### config.mk
export PLATFORM = sky130hd
export DESIGN_NAME = rx_decode_scheduler
export DESIGN_NICKNAME = d
export VERILOG_FILES = /design/src/rtl/rx_decode_scheduler.sv
export SDC_FILE = /design/constraint.sdc
export NUM_CORES = 1
export LEC_CHECK = 0
export CAP_MARGIN = 40
export CORE_AREA = 4 4 61 118
export CTS_CLUSTER_SIZE = 28
export DETAILED_ROUTE_END_ITERATION = 16
export DIE_AREA = 0 0 65 122
export GPL_TIMING_DRIVEN = 1
export SYNTH_ARGS = -nofsm -noshare
export SYNTH_HDL_FRONTEND = slang
export SYNTH_SLANG_ARGS = --single-unit
### constraint.sdc
create_clock -name Clk -period 4.9 [get_ports Clk]
set_input_delay 1.47 -clock Clk [delete_from_list [all_inputs] [get_ports Clk]]
set_output_delay 1.47 -clock Clk [all_outputs]
set_load 0.1 [all_outputs]
### src/rtl/rx_decode_scheduler.sv
// Receive-chain frame sequencer: waits out the rate-dependent decoder latency,
// then strobes desc_valid in a fixed window per block for n_blk blocks.
module rx_decode_scheduler #(
    parameter int LAT_R9  = 375,
    parameter int LAT_R5  = 279,
    parameter int LAT_DEF = 231,
    parameter int PERIOD  = 48,
    parameter int WIN     = 24,
    parameter int BLK_W   = 10
) (
    input  logic             Clk,
    input  logic             reset,
    input  logic             start,
    input  logic             abort,
    input  logic [3:0]       rate,
    input  logic [BLK_W-1:0] n_blk,
    output logic             desc_valid,
    output logic             busy,
    output logic             done,
    output logic             start_err
);

    localparam logic [1:0] S_IDLE   = 2'd0;
    localparam logic [1:0] S_LAT    = 2'd1;
    localparam logic [1:0] S_STREAM = 2'd2;

    localparam logic [8:0] THR_R9    = 9'(LAT_R9);
    localparam logic [8:0] THR_R5    = 9'(LAT_R5);
    localparam logic [8:0] THR_DEF   = 9'(LAT_DEF);
    localparam logic [5:0] PERIOD_M1 = 6'(PERIOD - 1);
    localparam logic [5:0] WIN_C     = 6'(WIN);

    logic [1:0]       state_q, state_d;
    logic [8:0]       lat_q, lat_d;
    logic [8:0]       thr_q, thr_d;
    logic [5:0]       phase_q, phase_d;
    logic [BLK_W-1:0] blk_q, blk_d;
    logic [BLK_W-1:0] nblk_q, nblk_d;
    logic             valid_q, valid_d;
    logic             busy_q, busy_d;
    logic             done_q, done_d;
    logic             err_q, err_d;

    logic [8:0]       thr_sel;
    logic [5:0]       phase_inc;

    always_comb begin
        case (rate)
            4'b1001: thr_sel = THR_R9;
            4'b0101: thr_sel = THR_R5;
            default: thr_sel = THR_DEF;
        endcase
    end

    assign phase_inc = phase_q + 6'd1;

    always_comb begin
        state_d = state_q;
        lat_d   = lat_q;
        thr_d   = thr_q;
        phase_d = phase_q;
        blk_d   = blk_q;
        nblk_d  = nblk_q;
        valid_d = valid_q;
        busy_d  = busy_q;
        done_d  = 1'b0;
        err_d   = 1'b0;

        case (state_q)
            S_IDLE: begin
                // abort has priority: a coincident start is dropped silently
                if (start && !abort) begin
                    if (n_blk != '0) begin
                        thr_d   = thr_sel;
                        nblk_d  = n_blk;
                        lat_d   = '0;
                        busy_d  = 1'b1;
                        state_d = S_LAT;
                    end else begin
                        done_d = 1'b1;
                    end
                end
            end

            S_LAT: begin
                if (abort) begin
                    state_d = S_IDLE;
                    busy_d  = 1'b0;
                    valid_d = 1'b0;
                end else begin
                    err_d = start;
                    if (lat_q == thr_q) begin
                        phase_d = '0;
                        blk_d   = '0;
                        valid_d = 1'b1;
                        state_d = S_STREAM;
                    end else begin
                        lat_d = lat_q + 9'd1;
                    end
                end
            end

            S_STREAM: begin
                if (abort) begin
                    state_d = S_IDLE;
                    busy_d  = 1'b0;
                    valid_d = 1'b0;
                end else begin
                    err_d = start;
                    if (phase_q == PERIOD_M1) begin
                        phase_d = '0;
                        blk_d   = blk_q + BLK_W'(1);
                        if (blk_q == nblk_q - BLK_W'(1)) begin
                            state_d = S_IDLE;
                            busy_d  = 1'b0;
                            valid_d = 1'b0;
                            done_d  = 1'b1;
                        end else begin
                            valid_d = 1'b1;
                        end
                    end else begin
                        phase_d = phase_inc;
                        valid_d = (phase_inc < WIN_C);
                    end
                end
            end

            default: begin
                state_d = S_IDLE;
                busy_d  = 1'b0;
                valid_d = 1'b0;
            end
        endcase
    end

    always_ff @(posedge Clk or negedge reset) begin
        if (!reset) begin
            state_q <= S_IDLE;
            lat_q   <= '0;
            thr_q   <= '0;
            phase_q <= '0;
            blk_q   <= '0;
            nblk_q  <= '0;
            valid_q <= 1'b0;
            busy_q  <= 1'b0;
            done_q  <= 1'b0;
            err_q   <= 1'b0;
        end else begin
            state_q <= state_d;
            lat_q   <= lat_d;
            thr_q   <= thr_d;
            phase_q <= phase_d;
            blk_q   <= blk_d;
            nblk_q  <= nblk_d;
            valid_q <= valid_d;
            busy_q  <= busy_d;
            done_q  <= done_d;
            err_q   <= err_d;
        end
    end

    assign desc_valid = valid_q;
    assign busy       = busy_q;
    assign done       = done_q;
    assign start_err  = err_q;

endmodule

* Word-level counts from Yosys, hierarchy flattened *
Cells that the tools add are included.

storage, ports and cells
  flip-flop bits (word level) = 50
  logic and storage cells = 93

operators by class
  add/sub/neg operators = 4
  magnitude comparators = 1
  equality and inequality tests = 18
  mux-type cells = 45
  bitwise gates (word level) = 1
  reductions and logical operators = 14

operators by type and width
  kind                                                                          count
  10-bit two-way mux                                                            4
  9-bit two-way mux                                                             4
  9-bit one-hot mux with 2 select lines                                         2
  6-bit two-way mux                                                             4
  10-bit one-hot mux with 2 select lines                                        1
  5-bit AND reduction                                                           4
  1-bit two-way mux                                                             18
  2-bit != test, second input constant                                          8
  2-bit two-way mux                                                             7
  6-bit one-hot mux with 2 select lines                                         1
  10-bit by 1-bit adder with 10-bit output, second input constant               1
  10-bit == test                                                                1
  10-bit nonzero test                                                           1
  10-bit by 1-bit subtractor with 10-bit output, second input constant          1
  9-bit by 1-bit adder with 9-bit output, second input constant                 1
  9-bit == test                                                                 1
  3-bit != test, second input constant                                          3
  6-bit by 1-bit adder with 6-bit output, second input constant                 1
  6-bit == test, second input constant                                          1
  6-bit by 5-bit less-than comparator with 1-bit output, second input constant  1
  1-bit one-hot mux with 3 select lines                                         2
  2-bit one-hot mux with 3 select lines                                         1
  4-bit by 3-bit == test with 1-bit output, second input constant               1
  4-bit == test, second input constant                                          1
  12 further kinds                                                              13

* Longest topological paths before layout *
  word-level depth = 6
  gate-level depth with buffers = 10
  mapped depth without buffers = 8

* Least setup slack after synthesis *
Ideal clock, no wire load.

  path type = input -> register
  start = input port n_blk[7]
  end = register nblk_q[7]
  setup time = 125 ps
  arrival time = 3178 ps
  required time = 4775 ps
  setup slack = 1597 ps
  stages on the path = 5
  cell sequence = or4_1 > or4_1 > and2_1 > clkbuf_1 > mux2_2

on the way
  word-level cells in the longest chain between the ends = 2

ends and longest elaborated chain
  what                                  line  text
  start: declaration                    16    input logic [BLK_W-1:0] n_blk,
  10-bit nonzero test                   73    if (n_blk != '0) begin
  3-bit AND reduction (no source line)  --
  end signal: assignment                154   nblk_q <= nblk_d;
  end: declaration                      38    logic [BLK_W-1:0] nblk_q, nblk_d;

Parallel ways exist; a longest one is shown, timed or not.
A chain may end at the register's enable or synchronous reset.

* Worst setup path in the final report *
  start = input port n_blk[7]
  end = register state_q[1]

on the way
  word-level cells in the longest chain between the ends = 3

ends and longest elaborated chain
  what                                  line  text
  10-bit nonzero test                   73
  2-bit != test (no source line)        --
  5-bit AND reduction (no source line)  --
  end signal: assignment                149   state_q <= state_d;
  end: declaration                      33    logic [1:0] state_q, state_d;

No other way between the ends.

==> impl_metrics.yaml <==
run_status:
  status: "complete, no violations"
synthesis:
  synth_top_area_cell: "dfrtp_1"
  synth-seq-cells: 45
  synth-edff-count: 0
  ys_seq_area_share_pct: 41.0
  synthCells: 299
  ys_warn_count: 0
  synth_nets: 324
  netlist_area_sq_um: 2750
  synth_top_area_share_pct: 41.0
  synth_cell_type_count: 59
  synthFlopType: "dfrtp_1"
  synthArstFlopShare_pct: 100
  synth_area_leaders: "dfrtp_1 (41%), xnor2_1 (4.1%), nand2_1 (3.7%)"
  synth_area_per_cell_sq_um: 9.19
sta:
  timing.setup.tns_ns: 0
  rsz0062_at_grt: "no"
  finalMaxSlewViolations: 0
  finalCritPeriodShare_pct: 73.8
  worstMarginPinSlew_ns: 0.794
  fmax_mhz: 276
  setup_viol: 0
  period_needed_ns: 3.62
  final.setup_skew_ns: 0.00338
  setup_ws_ns: 1.28
  slew_headroom_pct: 46.7
  hold_viol: 0
cts:
  cts_htree_levels: 2
  cts_tree: "built"
  cts_sinks: 45
  root_buffer: "clkbuf_16"
  cts_made_buffers: 5
  ctsResizeCount: 0
  clk_latency_ns: 0.29
  post_cts_buffers: 0
  holdBufCountCts: 0
  cts.reportedPaths.clkPinSlew_ns: 0.06
  cts_max_path_buffers: 2
routing:
  ant_nets: 0
  drt-initial-drc-count: 73
  drtPass1Iterations: 4
  vias: 2350
  drt-total-wl_um: 6780
  wl_per_cell_um: 16.7
  drc: 0
  via_per_inst: 5.77
floorplanning:
  die_w_um: 65
  dieArea_sq_um: 7930
  fp.coreArea_sq_um: 6310
  boundaryPins: 22
  row_count: 41
  fp.dieH_um: 122
  start_util_pct: 43.6
grt:
  antenna_found_initial: 0
  grt.busiest_layer: "met2"
  grt_usage_pct: 19.2
  grtUsageMet1_pct: 20.2
  grt_max_degree: 35
  grt_pass1_vias: 2449
  gr-usage-met3_pct: 2.95
  grt_pass1_wl_um: 11600
  grt-ovfl-total: 0
  grtUsageMet2_pct: 35.6
final_layout:
  layout_commonest_cell: "dfrtp_1"
  fin_nets: 347
  diodes: 0
  drive_above_1_share_pct: 7.79
  most-common-layout-cells: "dfrtp_1 (45), nand2_1 (27), clkdlybuf4s50_1 (20)"
  area_growth_pct: 17.6
worst_hold_path:
  hp-start: "thr_q[2]"
  min_delay_worst_endpoint: "thr_q[2]"
  whs_path_depth: 1
  min_path_type: "reg -> reg"
setup_path:
  reg2reg_from: "lat_q[4]"
  path_max_fanout: 7
  path_class: "in -> reg"
  arrival_ns: 3.80
  crit_required_ns: 5.08
  crit_path_end_kind: "register"
  worstSetupStartpointType: "input pin"
  rr_worst_depth: 6
  reg2reg_slack_ns: 2.10
  r2r_end: "blk_q[0]"
run:
  cap_viol_max_count: 0
power_and_ir_drop:
  power_density_nw_per_um2: 475
  ir_worst_vdd_uv: 179
  p_leak_uw: 0.00131
placed_design:
  dpl.hpwl_um: 5260
  routabilityCongestion: 0.854
  post-place-ws_ns: 0.986
  io_buffers: 21
[Yosys cell counts (all sizes together) (2+ instances only)]
cell type / instances
o21ai: 19
a211oi: 3
a21o: 2
and3: 8
nor4: 8
o31ai: 4
ha: 7
nand4b: 2
a31oi: 5
nor2b: 6
inv: 9
nand2b: 3
a21oi: 10
and2: 4
or2: 2
nor2: 16
nand3: 18
xnor2: 13
nand2: 27
dfrtp: 45
a32o: 3
nand3b: 2
nor3: 4
or4: 4
o21bai: 2
nand4: 9
a22o: 5
or3: 12
and4b: 2
clkbuf: 9
mux2: 5
xor2: 8
and3b: 2
[worst max-delay path: stages]
cell and delay (ns):
clkdlybuf4s50_1 0.41, or4_1 0.59, or4_1 0.59, a21bo_2 0.28, a31oi_1 0.17, o31ai_1 0.08, and3_2 0.20
[flip-flops by register name (all words and copies together), names as in the netlist]
name	cells
blk_q	10
nblk_q	10
lat_q	9
phase_q	6
thr_q	4
state_q	2
busy	1
desc_valid	1
done	1
start_err	1
[how the worst max path moves through the flow]
stage	start	endpoint	slack (ns)	cells past startpoint
global route	n_blk[7]	state_q[1]	1.15	7
floorplan	n_blk[7]	nblk_q[7]	1.60	5
CTS	n_blk[7]	state_q[1]	1.28	7
detailed placement	n_blk[7]	state_q[1]	0.99	7
finish	n_blk[7]	state_q[1]	1.28	7
global placement	n_blk[7]	state_q[1]	1.02	7
[cell type report]
type,instances,area (sq um)
Tap cell,86,108
Inverter,9,33.8
Sequential cell,45,1130
Clock inverter,1,5.00
Multi-Input combinational cell,235,1550
Clock buffer,5,125
Timing Repair Buffer,26,285
Fill cell,618,3080
[kinds of logic after synthesis]
family	after synthesis	synth area share [%]
simple gates	135	27.7
fa+ha+maj	7	3.19
xor+xnor	21	6.69
compound gates	66	16.4
mux	6	2.41
flops	45	41.0
buf+inv	19	2.64
[through the flow]
stage | cells | hold slack, ns | power [uW] | util (%) | instance area, sq um
5_1_grt | 407 | 0.563 | 1650 | 51.2 | 3230
3_3_place_gp | 396 | 0.506 | 1180 | 47.9 | 3020
3_5_place_dp | 401 | 0.506 | 1230 | 49.2 | 3100
4_1_cts | 407 | 0.524 | 1550 | 51.2 | 3230
6_report | 407 | 0.516 | 1540 | 51.2 | 3230
2_1_floorplan | 299 | 0.459 | 1020 | - | 2750
[per-layer routing]
metal / wire length (um) / share of wire (%)
met5: 0 / 0
met4: 215 / 3.2
met3: 149 / 2.2
met2: 3800 / 56
met1: 2620 / 39
[where the power goes]
group	leakage [uW]	total (uW)	switching (uW)	internal [uW]
clock network	0.0000655	316	134	182
registers	0.000570	609	137	473
logic	0.000677	610	339	272
total	0.00131	1540	610	926
No activity file was read; power rests on OpenSTA's default activity.
